`config.mk`:
```
export PLATFORM = sky130hd
export DESIGN_NAME = pla_bist_sweeper
export DESIGN_NICKNAME = d
export VERILOG_FILES = /design/src/rtl/pla_bist_pkg.sv /design/src/rtl/pla_misr.sv /design/src/rtl/pla_bist_sweeper.sv
export SDC_FILE = /design/constraint.sdc
export NUM_CORES = 1
export LEC_CHECK = 0
export CORE_AREA = 8 8 77 79
export DETAILED_ROUTE_END_ITERATION = 7
export DIE_AREA = 0 0 85 87
export HOLD_SLACK_MARGIN = 0.12
export PLACE_DENSITY = 0.78
export SLEW_MARGIN = 20
export SYNTH_ARGS = -nofsm -noshare
export SYNTH_HDL_FRONTEND = slang
export SYNTH_SLANG_ARGS = --single-unit
export TNS_END_PERCENT = 50
```
`constraint.sdc`:
```
create_clock -name clk -period 2.8 [get_ports clk]
set_clock_uncertainty 0.2 [all_clocks]
set_input_delay 0.28 -clock clk [delete_from_list [all_inputs] [get_ports clk]]
set_output_delay 0.28 -clock clk [all_outputs]
set_load 0.02 [all_outputs]
```
`src/rtl/pla_bist_pkg.sv`:
```
// ============================================================================
// Module  : pla_bist_pkg
// Purpose : Shared types, default constants and MISR step for the PLA sweeper.
// Revision: 1.0 - initial release
// ============================================================================
`default_nettype none

package pla_bist_pkg;

    typedef enum logic [2:0] {
        IDLE   = 3'd0,
        SETTLE = 3'd1,
        SAMPLE = 3'd2,
        HOLD   = 3'd3,
        DONE   = 3'd4
    } state_t;

    localparam logic [7:0] c_default_poly = 8'hB8;
    localparam logic [7:0] c_default_seed = 8'hFF;

    // Galois MISR step for any width up to 32; bits above width are masked off.
    function automatic logic [31:0] misr_step(
        input logic [31:0] sig,
        input logic [31:0] z,
        input logic [31:0] poly,
        input int unsigned width
    );
        logic [31:0] mask;
        logic [31:0] nxt;
        logic        msb;
        mask = (width >= 32) ? 32'hFFFF_FFFF : ((32'd1 << width) - 32'd1);
        msb  = |(sig & (32'd1 << (width - 1)));
        nxt  = (sig << 1) ^ (msb ? poly : 32'd0) ^ z;
        return nxt & mask;
    endfunction

endpackage

`default_nettype wire

```
`src/rtl/pla_misr.sv`:
```
// ============================================================================
// Module  : pla_misr
// Purpose : N_OUT-wide multiple-input signature register with seed load.
// Revision: 1.0 - initial release
// ============================================================================
`default_nettype none

module pla_misr
    import pla_bist_pkg::*;
#(
    parameter int unsigned          N_OUT     = 8,
    parameter logic [N_OUT-1:0]     MISR_POLY = c_default_poly,
    parameter logic [N_OUT-1:0]     MISR_SEED = c_default_seed
) (
    input  logic             clk,
    input  logic             rst_n,
    input  logic             load_seed,
    input  logic             enable,
    input  logic [N_OUT-1:0] z,
    output logic [N_OUT-1:0] sig
);

    logic [N_OUT-1:0] r_sig;

    // Seed load wins over compaction so an abort during SAMPLE leaves the seed.
    always_ff @(posedge clk or negedge rst_n) begin
        if (!rst_n) begin
            r_sig <= MISR_SEED;
        end else if (load_seed) begin
            r_sig <= MISR_SEED;
        end else if (enable) begin
            r_sig <= N_OUT'(misr_step(32'(r_sig), 32'(z), 32'(MISR_POLY), N_OUT));
        end
    end

    assign sig = r_sig;

endmodule

`default_nettype wire

```
`src/rtl/pla_bist_sweeper.sv`:
```
// ============================================================================
// Module  : pla_bist_sweeper
// Purpose : Exhaustive input sweep of a combinational PLA with MISR readback.
// Revision: 1.0 - initial release
// ============================================================================
`default_nettype none

module pla_bist_sweeper
    import pla_bist_pkg::*;
#(
    parameter int unsigned       N_IN          = 8,
    parameter int unsigned       N_OUT         = 8,
    parameter int unsigned       SETTLE_CYCLES = 1,
    parameter logic [N_OUT-1:0]  MISR_POLY     = c_default_poly,
    parameter logic [N_OUT-1:0]  MISR_SEED     = c_default_seed,
    parameter logic [N_OUT-1:0]  EXPECTED_SIG  = 8'h00
) (
    input  logic             clk,
    input  logic             rst_n,
    input  logic             start,
    input  logic             abort,
    output logic [N_IN-1:0]  x,
    input  logic [N_OUT-1:0] z,
    output logic             obs_valid,
    input  logic             obs_ready,
    output logic [N_IN-1:0]  obs_vec,
    output logic [N_OUT-1:0] obs_resp,
    output logic             busy,
    output logic             done,
    output logic             pass,
    output logic [N_OUT-1:0] signature
);

    localparam logic [3:0]    c_settle      = 4'(SETTLE_CYCLES);
    localparam logic [N_IN:0] c_last_vec    = {1'b0, {N_IN{1'b1}}};
    localparam state_t        c_first_state = (SETTLE_CYCLES == 0) ? SAMPLE : SETTLE;

    state_t           r_state;
    logic [N_IN:0]    r_vec;
    logic [3:0]       r_cnt;
    logic [N_IN-1:0]  r_x;
    logic             r_obs_valid;
    logic [N_IN-1:0]  r_obs_vec;
    logic [N_OUT-1:0] r_obs_resp;
    logic             r_busy;
    logic             r_done;
    logic             r_pass;

    logic             w_start_ok;
    logic             w_load_seed;
    logic             w_misr_en;
    logic [N_OUT-1:0] w_sig;

    assign w_start_ok  = start && ((r_state == IDLE) || (r_state == DONE));
    assign w_load_seed = abort || w_start_ok;
    assign w_misr_en   = (r_state == SAMPLE);

    pla_misr #(
        .N_OUT     (N_OUT),
        .MISR_POLY (MISR_POLY),
        .MISR_SEED (MISR_SEED)
    ) u_misr (
        .clk       (clk),
        .rst_n     (rst_n),
        .load_seed (w_load_seed),
        .enable    (w_misr_en),
        .z         (z),
        .sig       (w_sig)
    );

    always_ff @(posedge clk or negedge rst_n) begin
        if (!rst_n) begin
            r_state     <= IDLE;
            r_vec       <= '0;
            r_cnt       <= '0;
            r_x         <= '0;
            r_obs_valid <= 1'b0;
            r_obs_vec   <= '0;
            r_obs_resp  <= '0;
            r_busy      <= 1'b0;
            r_done      <= 1'b0;
            r_pass      <= 1'b0;
        end else if (abort) begin
            r_state     <= IDLE;
            r_vec       <= '0;
            r_cnt       <= '0;
            r_x         <= '0;
            r_obs_valid <= 1'b0;
            r_busy      <= 1'b0;
            r_done      <= 1'b0;
            r_pass      <= 1'b0;
        end else begin
            case (r_state)
                IDLE, DONE: begin
                    if (start) begin
                        r_state <= c_first_state;
                        r_vec   <= '0;
                        r_x     <= '0;
                        r_cnt   <= c_settle;
                        r_busy  <= 1'b1;
                        r_done  <= 1'b0;
                        r_pass  <= 1'b0;
                    end
                end
                SETTLE: begin
                    // Counter is loaded with SETTLE_CYCLES, so SETTLE lasts exactly that many cycles.
                    if (r_cnt <= 4'd1) begin
                        r_state <= SAMPLE;
                    end else begin
                        r_cnt <= r_cnt - 4'd1;
                    end
                end
                SAMPLE: begin
                    r_obs_resp  <= z;
                    r_obs_vec   <= r_vec[N_IN-1:0];
                    r_obs_valid <= 1'b1;
                    r_state     <= HOLD;
                end
                HOLD: begin
                    if (r_obs_valid && obs_ready) begin
                        r_obs_valid <= 1'b0;
                        if (r_vec == c_last_vec) begin
                            r_state <= DONE;
                            r_busy  <= 1'b0;
                            r_done  <= 1'b1;
                            r_pass  <= (w_sig == EXPECTED_SIG);
                        end else begin
                            r_vec   <= r_vec + (N_IN+1)'(1);
                            r_x     <= r_vec[N_IN-1:0] + N_IN'(1);
                            r_cnt   <= c_settle;
                            r_state <= c_first_state;
                        end
                    end
                end
                default: begin
                    r_state <= IDLE;
                    r_busy  <= 1'b0;
                end
            endcase
        end
    end

    assign x         = r_x;
    assign obs_valid = r_obs_valid;
    assign obs_vec   = r_obs_vec;
    assign obs_resp  = r_obs_resp;
    assign busy      = r_busy;
    assign done      = r_done;
    assign pass      = r_pass;
    assign signature = w_sig;

endmodule

`default_nettype wire
```
==> impl_metrics.env, run 1 <==
export IMPL_status="finished, final reports clean"
export IMPL_start_kind="flip-flop"
export IMPL_syn_inst=217
export IMPL_grt_pass1_vias=1800
export IMPL_critPathKind="flip-flop to flip-flop"
export IMPL_worst_pin_slew_ns=0.559
export IMPL_gp_congestion=0.799
export IMPL_regArea_sq_um=1110
export IMPL_cpLargestDelayFamily="simple AND/OR/NAND/NOR gates"
export IMPL_critPathMaxFanout=7
export IMPL_critical_path_max_stage_delay_ns=0.46
export IMPL_slew_headroom=0.627
export IMPL_ys_ff_latch=44
export IMPL_synth_nets=236
export IMPL_dr_pass1_iters=4
export IMPL_rows=26
export IMPL_h_tree_depth=2
export IMPL_ys_flop_type="dfrtp_1"
export IMPL_yosys_area_top_type="dfrtp_1"
export IMPL_cap_violations=0
export IMPL_fmax_mhz=390
export IMPL_dp_hpwl_mm=3.56
export IMPL_ioPinCount=49
export IMPL_num_vias=1808
export IMPL_synth_edf_count=0
export IMPL_grtUsageTotal=0.151
export IMPL_crit_path_end_kind="flip-flop"
export IMPL_wl_mm=5.23
export IMPL_ys_types=54
export IMPL_post_route_min_period_ns=2.56
export IMPL_setup_violations=0
export IMPL_path_clk_slew_ns=0.08
export IMPL_final_common_cell="clkdlybuf4s50_1"
export IMPL_synthesis_area_sq_um=2340
export IMPL_hold_viol=0
export IMPL_grt_pass1_wl_mm=8.84
export IMPL_cts_root_buf="clkbuf_8"
export IMPL_grt_max_degree=44
export IMPL_ir_worst_vdd_mv=0.363
export IMPL_crit_path_frequent_cell="ha_1"
export IMPL_cts_buffers=5
export IMPL_rsz0062_at_grt="false"
export IMPL_multi_input_area_sq_um=1070
export IMPL_layoutNonFillerInstCount=316
export IMPL_core_sq_um=4850
export IMPL_timing_setup_tns_ns=0
export IMPL_area_growth_pct=23.9
export IMPL_p_leak_nw=1.26
export IMPL_final_cell_mix="clkdlybuf4s50_1, dfrtp_1, nand2_1, o21ai_0, mux2_1"
export IMPL_clk_latency_ns=0.30
export IMPL_cts_sinks=44
export IMPL_synth_warnings=0
export IMPL_postCtsSetupRepairBufs=0
export IMPL_place_inst=307
export IMPL_drcViolationCount=0
export IMPL_critPathBufInv=1
export IMPL_avgSynthCellArea_sq_um=10.8
export IMPL_cts_tree="done"
export IMPL_synth_async_reset_ratio=1.00
export IMPL_hp_class="flip-flop to flip-flop"
export IMPL_port_buffers=48
export IMPL_cp_arrival_ns=2.58
export IMPL_die_w_um=85
export IMPL_drive_gt1_frac=0.138
export IMPL_synthTopCellsByArea="dfrtp_1, dfstp_2, mux2_1"
export IMPL_slowest_stage="or4_1"
export IMPL_num_nets_final=278
export IMPL_cp_cell_sequence="ha_1, and4_1, ha_1, and3b_1, a211oi_2, buf_4, or4_1, o21ai_0"
export IMPL_grt_overflow=0
export IMPL_cts_buffer_depth=2
export IMPL_totalPowerFinal_mw=1.73
export IMPL_dr_first_iter_drc_count=123
export IMPL_wire_per_inst_um=16.6
export IMPL_power_density_nw_per_um2=597
export IMPL_ys_seq_area_frac=0.475
export IMPL_vias_per_cell=5.72
export IMPL_fin_crit_sh=0.915
export IMPL_die_area_sq_um=7400
export IMPL_diodes=0
export IMPL_fillCellCount=410
export IMPL_antenna_found_initial=0
export IMPL_slew_viol_final=0
export IMPL_initial_core_util=0.482
export IMPL_synth_top_area_share=0.385
export IMPL_die_h_um=87
export IMPL_critPathRequiredTime_ns=2.82
export IMPL_ant_nets=0
-- worst paths after layout --
check,startpoint,end,slack (ns),depth (start not counted)
setup / recovery,r_vec[0]$_DFFE_PN0P_,r_vec[7]$_DFFE_PN0P_,0.24,8
hold / removal,obs_resp[6]$_DFFE_PN0P_,obs_resp[6]$_DFFE_PN0P_,0.30,1
setup reg to reg,r_vec[0]$_DFFE_PN0P_,r_vec[7]$_DFFE_PN0P_,0.24,8
hold reg to reg,obs_resp[6]$_DFFE_PN0P_,obs_resp[6]$_DFFE_PN0P_,0.30,1
max in group asynchronous,rst_n,u_misr.sig[7]$_DFFE_PN1P_,1.53,3
min in group asynchronous,rst_n,r_vec[0]$_DFFE_PN0P_,0.32,2
-- final cells by class --
cell class / instances / share of cell area
clock buffers: 6 / 0.0285
clock inverters: 2 / 0.00346
inverters: 8 / 0.0104
multi-input cells: 147 / 0.371
flip-flops and latches: 44 / 0.384
well taps: 56 / 0.0242
repair buffers: 53 / 0.179
-- per-layer routing --
layer / global-route usage / vias up / share of wire
li1: - / 860 / -
met1: 0.190 / 894 / 0.47
met2: 0.232 / 48 / 0.46
met3: 0.0481 / 6 / 0.062
met4: 0.0599 / 0 / 0.016
met5: 0 / - / 0
-- cells in the mapped netlist (4+ instances only) --
library cell / number
nor2_1: 8
mux2_1: 10
o211ai_1: 7
ha_1: 6
o21a_1: 4
nand3_1: 7
buf_4: 12
nand2_1: 22
dfrtp_1: 36
xnor2_1: 7
inv_1: 8
mux2_2: 6
dfstp_2: 8
a21oi_1: 5
o21ai_0: 11
-- metrics by stage --
step                      setup slack [ns]  hold slack [ns]  cell area, sq um   util
after floorplan                      0.558           -0.216              2340      -
after global placement               0.364            0.267              2790  0.576
after detailed placement             0.252            0.276              2790  0.576
after CTS                            0.243            0.301              2890  0.597
after global routing                 0.121            0.315              2900  0.598
final                                0.237            0.298              2900  0.598
-- flip-flops by register name, indices dropped and copies added (netlist names) --
name        cells
r_state         3
obs_vec         8
done            1
r_vec           9
obs_resp        8
pass            1
obs_valid       1
busy            1
r_cnt           4
u_misr.sig      8
-- worst reg2reg max path: stages, from the launching register on --
cell      delay [ns]
dfrtp_1         0.45
ha_1            0.29
and4_1          0.19
ha_1            0.20
and3b_1         0.27
a211oi_2        0.14
buf_4           0.20
or4_1           0.46
o21ai_0         0.09
-- what timing repair did --
action,4_1_cts,5_1_grt
hold buffers,1,0
resized for setup,0,0
endpoints found under the hold margin,36,0
-- where the power goes --
part | internal, mW | total, mW | switching [mW]
combinational | 0.257 | 0.518 | 0.262
clock | 0.197 | 0.420 | 0.223
sequential | 0.726 | 0.792 | 0.0662
total | 1.18 | 1.73 | 0.551
-- cell families after synthesis --
| logic type | share of synthesized area |
|---|---|
| flip-flops | 0.475 |
| buffers and inverters | 0.0648 |
| AND/OR/NAND/NOR | 0.180 |
| multiplexers | 0.0814 |
| adder cells (fa/ha/maj) | 0.0321 |
| XOR/XNOR | 0.0375 |
| AO/OA/AOI/OAI | 0.129 |
No activity file was read; power rests on OpenSTA's default activity.
==> inputs of run 2 (changes only) <==
--- a/config.mk
+++ b/config.mk
@@ -5,11 +5,13 @@
 export SDC_FILE = /design/constraint.sdc
 export NUM_CORES = 1
 export LEC_CHECK = 0
+export ABC_AREA = 0
 export CORE_AREA = 8 8 77 79
 export DETAILED_ROUTE_END_ITERATION = 7
 export DIE_AREA = 0 0 85 87
 export HOLD_SLACK_MARGIN = 0.12
-export PLACE_DENSITY = 0.78
+export PLACE_DENSITY = 0.82
+export SKIP_LAST_GASP = 1
 export SLEW_MARGIN = 20
 export SYNTH_ARGS = -nofsm -noshare
 export SYNTH_HDL_FRONTEND = slang
==> impl_metrics.env, run 2 (synthesis results as in run 1) <==
export IMPL_ioPinCount=49
export IMPL_cp_cell_sequence="ha_1, and4_1, ha_1, and3b_1, a211oi_2, buf_4, or4_1, o21ai_0"
export IMPL_h_tree_depth=2
export IMPL_setup_violations=0
export IMPL_die_w_um=85
export IMPL_dp_hpwl_mm=3.76
export IMPL_final_cell_mix="clkdlybuf4s50_1, dfrtp_1, nand2_1, o21ai_0, mux2_1"
export IMPL_cts_tree="done"
export IMPL_initial_core_util=0.482
export IMPL_fillCellCount=373
export IMPL_drcViolationCount=0
export IMPL_p_leak_nw=1.28
export IMPL_crit_path_frequent_cell="ha_1"
export IMPL_gp_congestion=0.792
export IMPL_antenna_found_initial=0
export IMPL_num_nets_final=279
export IMPL_dr_pass1_iters=4
export IMPL_grt_pass1_wl_mm=8.91
export IMPL_crit_path_end_kind="flip-flop"
export IMPL_ir_worst_vdd_mv=0.370
export IMPL_die_area_sq_um=7400
export IMPL_final_common_cell="clkdlybuf4s50_1"
export IMPL_ant_nets=0
export IMPL_hold_viol=0
export IMPL_area_growth_pct=25.9
export IMPL_placed_cell_area_sq_um=2790
export IMPL_cts_buffers=5
export IMPL_regArea_sq_um=1110
export IMPL_core_sq_um=4850
export IMPL_fmax_mhz=397
export IMPL_cts_resized=0
export IMPL_cap_violations=0
export IMPL_rows=26
export IMPL_grtUsageTotal=0.152
export IMPL_diodes=0
export IMPL_layoutNonFillerInstCount=317
export IMPL_start_kind="flip-flop"
export IMPL_design_area_sq_um=2940
export IMPL_cp_arrival_ns=2.54
export IMPL_cpLargestDelayFamily="simple AND/OR/NAND/NOR gates"
export IMPL_power_density_nw_per_um2=623
export IMPL_post_route_min_period_ns=2.52
export IMPL_hp_class="primary input to async pin"
export IMPL_fin_util=0.607
export IMPL_cts_sinks=44
export IMPL_path_clk_slew_ns=0.09
export IMPL_dr_first_iter_drc_count=114
export IMPL_cts_root_buf="clkbuf_8"
export IMPL_vias_per_cell=5.52
export IMPL_slowest_stage="or4_1"
export IMPL_grt_overflow=0
export IMPL_fin_crit_sh=0.899
export IMPL_port_buffers=48
export IMPL_place_inst=307
export IMPL_grt_pass1_vias=1810
export IMPL_regMostFlops="r_vec"
export IMPL_cts_buffer_depth=2
export IMPL_clk_latency_ns=0.30
export IMPL_fin_hold_ws_ns=0.191
export IMPL_grt_max_degree=43
export IMPL_critPathRequiredTime_ns=2.82
export IMPL_die_h_um=87
export IMPL_num_vias=1751
export IMPL_worst_pin_slew_ns=0.554
export IMPL_timing_setup_tns_ns=0
export IMPL_critPathMaxFanout=7
export IMPL_wl_mm=5.24
export IMPL_rsz0062_at_grt="false"
export IMPL_wire_per_inst_um=16.5
export IMPL_critical_path_max_stage_delay_ns=0.45
export IMPL_multi_input_area_sq_um=1070
export IMPL_largest_reg_flops=9
export IMPL_critPathBufInv=1
export IMPL_critPathKind="flip-flop to flip-flop"
export IMPL_drive_gt1_frac=0.142
export IMPL_status="finished, final reports clean"
export IMPL_slew_headroom=0.629
export IMPL_slew_viol_final=0
[run 2: cell count changes in the layout (fill, tap and decap cells not counted), sizes merged]
cell,delta
bufinv,+1
buf,+1
clkinv,-1
[run 2: repair_timing]
action | CTS | global route
setup buffers | 0 | 0
setup endpoints to repair | 0 | 0
hold endpoints to repair | 36 | 0
hold buffers | 1 | 0
[run 2: worst paths after layout]
kind	slack [ns]	endpoint	from	cells after the start
worst max-delay path	0.28	r_vec[7]$_DFFE_PN0P_	r_vec[0]$_DFFE_PN0P_	8
worst min-delay path	0.19	obs_resp[1]$_DFFE_PN0P_	rst_n	2
max in group asynchronous	1.54	u_misr.sig[6]$_DFFE_PN1P_	rst_n	4
min in group clk	0.29	obs_vec[2]$_DFFE_PN0P_	obs_vec[2]$_DFFE_PN0P_	1
worst min register to register	0.29	obs_vec[2]$_DFFE_PN0P_	obs_vec[2]$_DFFE_PN0P_	1
worst max register to register	0.28	r_vec[7]$_DFFE_PN0P_	r_vec[0]$_DFFE_PN0P_	8
[run 2: metrics by stage]
step | total power, mW | setup slack [ns]
after floorplan | 1.09 | 0.558
after global placement | 1.31 | 0.364
after detailed placement | 1.33 | 0.299
after CTS | 1.85 | 0.281
after global routing | 1.93 | 0.175
final | 1.83 | 0.283
[run 2: final cells by class]
type | instances | share of cell area
timing repair buffer | 54 | 0.182
clock inverter | 2 | 0.0132
clock buffer | 6 | 0.0281
sequential | 44 | 0.378
inverter | 8 | 0.0102
multi-input combinational | 147 | 0.365
tap | 56 | 0.0238
[run 2: where the power goes]
part	total (mW)	internal, mW	switching [mW]
Combinational	0.522	0.259	0.263
Sequential	0.795	0.726	0.0691
Clock	0.518	0.292	0.226
[run 2: worst register-to-register path: cells and delay by family (launching register included)]
family / cells / cell delay [ns]
AND/OR/NAND/NOR: 3 / 0.92
adder cells (fa/ha/maj): 2 / 0.49
flip-flops: 1 / 0.44
AO/OA/AOI/OAI: 2 / 0.22
buffers and inverters: 1 / 0.19
[run 2: per-layer routing]
layer / vias to the layer above / track usage / part of all wire
met2: 39 / 0.249 / 0.48
met1: 857 / 0.182 / 0.46
met3: 2 / 0.0443 / 0.050
met5: - / 0 / 0
li1: 853 / - / -
met4: 0 / 0.0583 / 0.0082
==> inputs of run 3 (changes only) <==
--- a/config.mk
+++ b/config.mk
@@ -6,11 +6,12 @@
 export NUM_CORES = 1
 export LEC_CHECK = 0
 export ABC_AREA = 0
-export CORE_AREA = 8 8 77 79
+export CORE_AREA = 2 2 61 86
 export DETAILED_ROUTE_END_ITERATION = 7
-export DIE_AREA = 0 0 85 87
+export DIE_AREA = 0 0 63 88
 export HOLD_SLACK_MARGIN = 0.12
-export PLACE_DENSITY = 0.82
+export PLACE_DENSITY = 0.81
+export RECOVER_POWER = 100
 export SKIP_LAST_GASP = 1
 export SLEW_MARGIN = 20
 export SYNTH_ARGS = -nofsm -noshare
==> impl_metrics.env, run 3 (synthesis results as in run 1) <==
export IMPL_seq_power_share=0.468
export IMPL_multi_input_area_sq_um=1060
export IMPL_grt_overflow=0
export IMPL_worst_pin_slew_ns=1.06
export IMPL_critPathMaxFanout=12
export IMPL_hp_class="flip-flop to flip-flop"
export IMPL_num_vias=1772
export IMPL_slew_headroom=0.290
export IMPL_area_growth_pct=22.9
export IMPL_start_kind="flip-flop"
export IMPL_port_buffers=48
export IMPL_cts_root_buf="clkbuf_8"
export IMPL_cts_resized=0
export IMPL_power_density_nw_per_um2=587
export IMPL_initial_core_util=0.490
export IMPL_drcViolationCount=0
export IMPL_ant_nets=0
export IMPL_num_nets_final=276
export IMPL_comb_power_share=0.284
export IMPL_drive_gt1_frac=0.116
export IMPL_path_clk_slew_ns=0.08
export IMPL_crit_path_end_kind="flip-flop"
export IMPL_status="finished, final reports clean"
export IMPL_regArea_sq_um=1110
export IMPL_core_sq_um=4770
export IMPL_grt_pass1_vias=1779
export IMPL_wl_mm=4.99
export IMPL_cp_cell_sequence="ha_1, and4_1, ha_1, and3b_1, a211oi_1, buf_4, or4_1, o21ai_0"
export IMPL_critPathRequiredTime_ns=2.82
export IMPL_fin_hold_ws_ns=0.288
export IMPL_grt_max_degree=45
export IMPL_cts_tree="done"
export IMPL_crit_path_frequent_cell="ha_1"
export IMPL_critical_path_max_stage_delay_ns=0.46
export IMPL_slowest_stage="or4_1"
export IMPL_cp_arrival_ns=2.54
export IMPL_hold_viol=0
export IMPL_final_common_cell="dlygate4sd3_1"
export IMPL_diodes=0
export IMPL_ir_worst_vdd_mv=0.379
export IMPL_fillCellCount=403
export IMPL_critPathKind="flip-flop to flip-flop"
export IMPL_pwr_share_clk=0.248
export IMPL_largest_reg_flops=9
export IMPL_grt_pass1_wl_mm=8.74
export IMPL_hold_buffers=1
export IMPL_cts_sinks=44
export IMPL_dp_hpwl_mm=3.54
export IMPL_post_route_min_period_ns=2.51
export IMPL_gp_congestion=0.824
export IMPL_setup_violations=0
export IMPL_clk_latency_ns=0.30
export IMPL_holdPathStages=1
export IMPL_antenna_found_initial=0
export IMPL_rows=30
export IMPL_dr_pass1_iters=5
export IMPL_grtUsageTotal=0.202
export IMPL_die_area_sq_um=5540
export IMPL_rr_worst_depth=8
export IMPL_ioPinCount=49
export IMPL_cap_violations=0
export IMPL_rsz0062_at_grt="false"
export IMPL_switching_share=0.318
export IMPL_p_leak_nw=1.29
export IMPL_postCtsSetupRepairBufs=0
export IMPL_final_cell_mix="dlygate4sd3_1, dfrtp_1, nand2_1, o21ai_0"
export IMPL_wire_per_inst_um=15.5
export IMPL_fmax_mhz=398
export IMPL_fin_crit_sh=0.898
export IMPL_slew_viol_final=0
export IMPL_p_sw_mw=0.537
export IMPL_die_w_um=63
export IMPL_dr_first_iter_drc_count=102
export IMPL_r2r_slack_ns=0.29
export IMPL_p_int_mw=1.15
export IMPL_cts_buffers=5
export IMPL_die_h_um=88
export IMPL_h_tree_depth=2
export IMPL_timing_setup_tns_ns=0
export IMPL_vias_per_cell=5.50
export IMPL_cts_buffer_depth=2
export IMPL_regMostFlops="r_vec"
## run 3: changes by cell type in the layout (fill, tap and decap cells not counted), moves of 2 or more
cell and delta:
buf_4 -3, dlygate4sd3_1 +37, clkdlybuf4s50_1 -37, and2_0 +2, clkbuf_1 +2, and2_1 -2
## run 3: final timing paths
| check | from | endpoint |
|---|---|---|
| max | r_vec[0]$_DFFE_PN0P_ | r_vec[7]$_DFFE_PN0P_ |
| min | obs_vec[2]$_DFFE_PN0P_ | obs_vec[2]$_DFFE_PN0P_ |
| max reg2reg | r_vec[0]$_DFFE_PN0P_ | r_vec[7]$_DFFE_PN0P_ |
| min reg2reg | obs_vec[2]$_DFFE_PN0P_ | obs_vec[2]$_DFFE_PN0P_ |
| max in group asynchronous | rst_n | obs_resp[5]$_DFFE_PN0P_ |
| min in group asynchronous | rst_n | obs_vec[2]$_DFFE_PN0P_ |
## run 3: final cells by class
type	count	area share
clock buffer	7	0.0301
clock inverter	1	0.00261
inverter	8	0.0105
multi-input combinational	147	0.369
sequential	44	0.387
tap	64	0.0279
timing repair buffer	51	0.173
## run 3: critical path, delay by kind of cell (launching register included)
family / cells / cell delay (ns)
and+or+nand+nor: 3 / 0.92
adders and majority gates: 2 / 0.49
DFF: 1 / 0.45
AOI/OAI and AO/OA: 2 / 0.17
buffers and inverters: 1 / 0.21
## run 3: through the flow
| step | setup slack [ns] | cell area (sq um) | std cells | utilization | power, mW |
|---|---|---|---|---|---|
| 6_report | 0.286 | 2870 | 322 | 0.602 | 1.69 |
| 5_1_grt | 0.160 | 2870 | 322 | 0.602 | 1.79 |
| 4_1_cts | 0.293 | 2890 | 322 | 0.606 | 1.74 |
| 3_5_place_dp | 0.332 | 2790 | 313 | 0.585 | 1.32 |
| 3_3_place_gp | 0.400 | 2790 | 313 | 0.585 | 1.31 |
| 2_1_floorplan | 0.558 | 2340 | 217 | - | 1.09 |
## run 3: power groups by stage
| stage | clock network (mW) | logic (mW) | registers [mW] |
|---|---|---|---|
| after CTS | 0.432 | 0.518 | 0.795 |
| after floorplan | 0 | 0.214 | 0.881 |
| after global placement | 0 | 0.504 | 0.803 |
| final | 0.418 | 0.479 | 0.790 |
| after global routing | 0.459 | 0.524 | 0.805 |
| after detailed placement | 0 | 0.514 | 0.807 |
## run 3: metal layers
metal,wire length (um),GRT usage,vias to the layer above
met2,2580,0.338,51
met4,74,0.0909,0
met1,2140,0.254,867
li1,-,-,848
met5,0,0,-
met3,201,0.0411,6
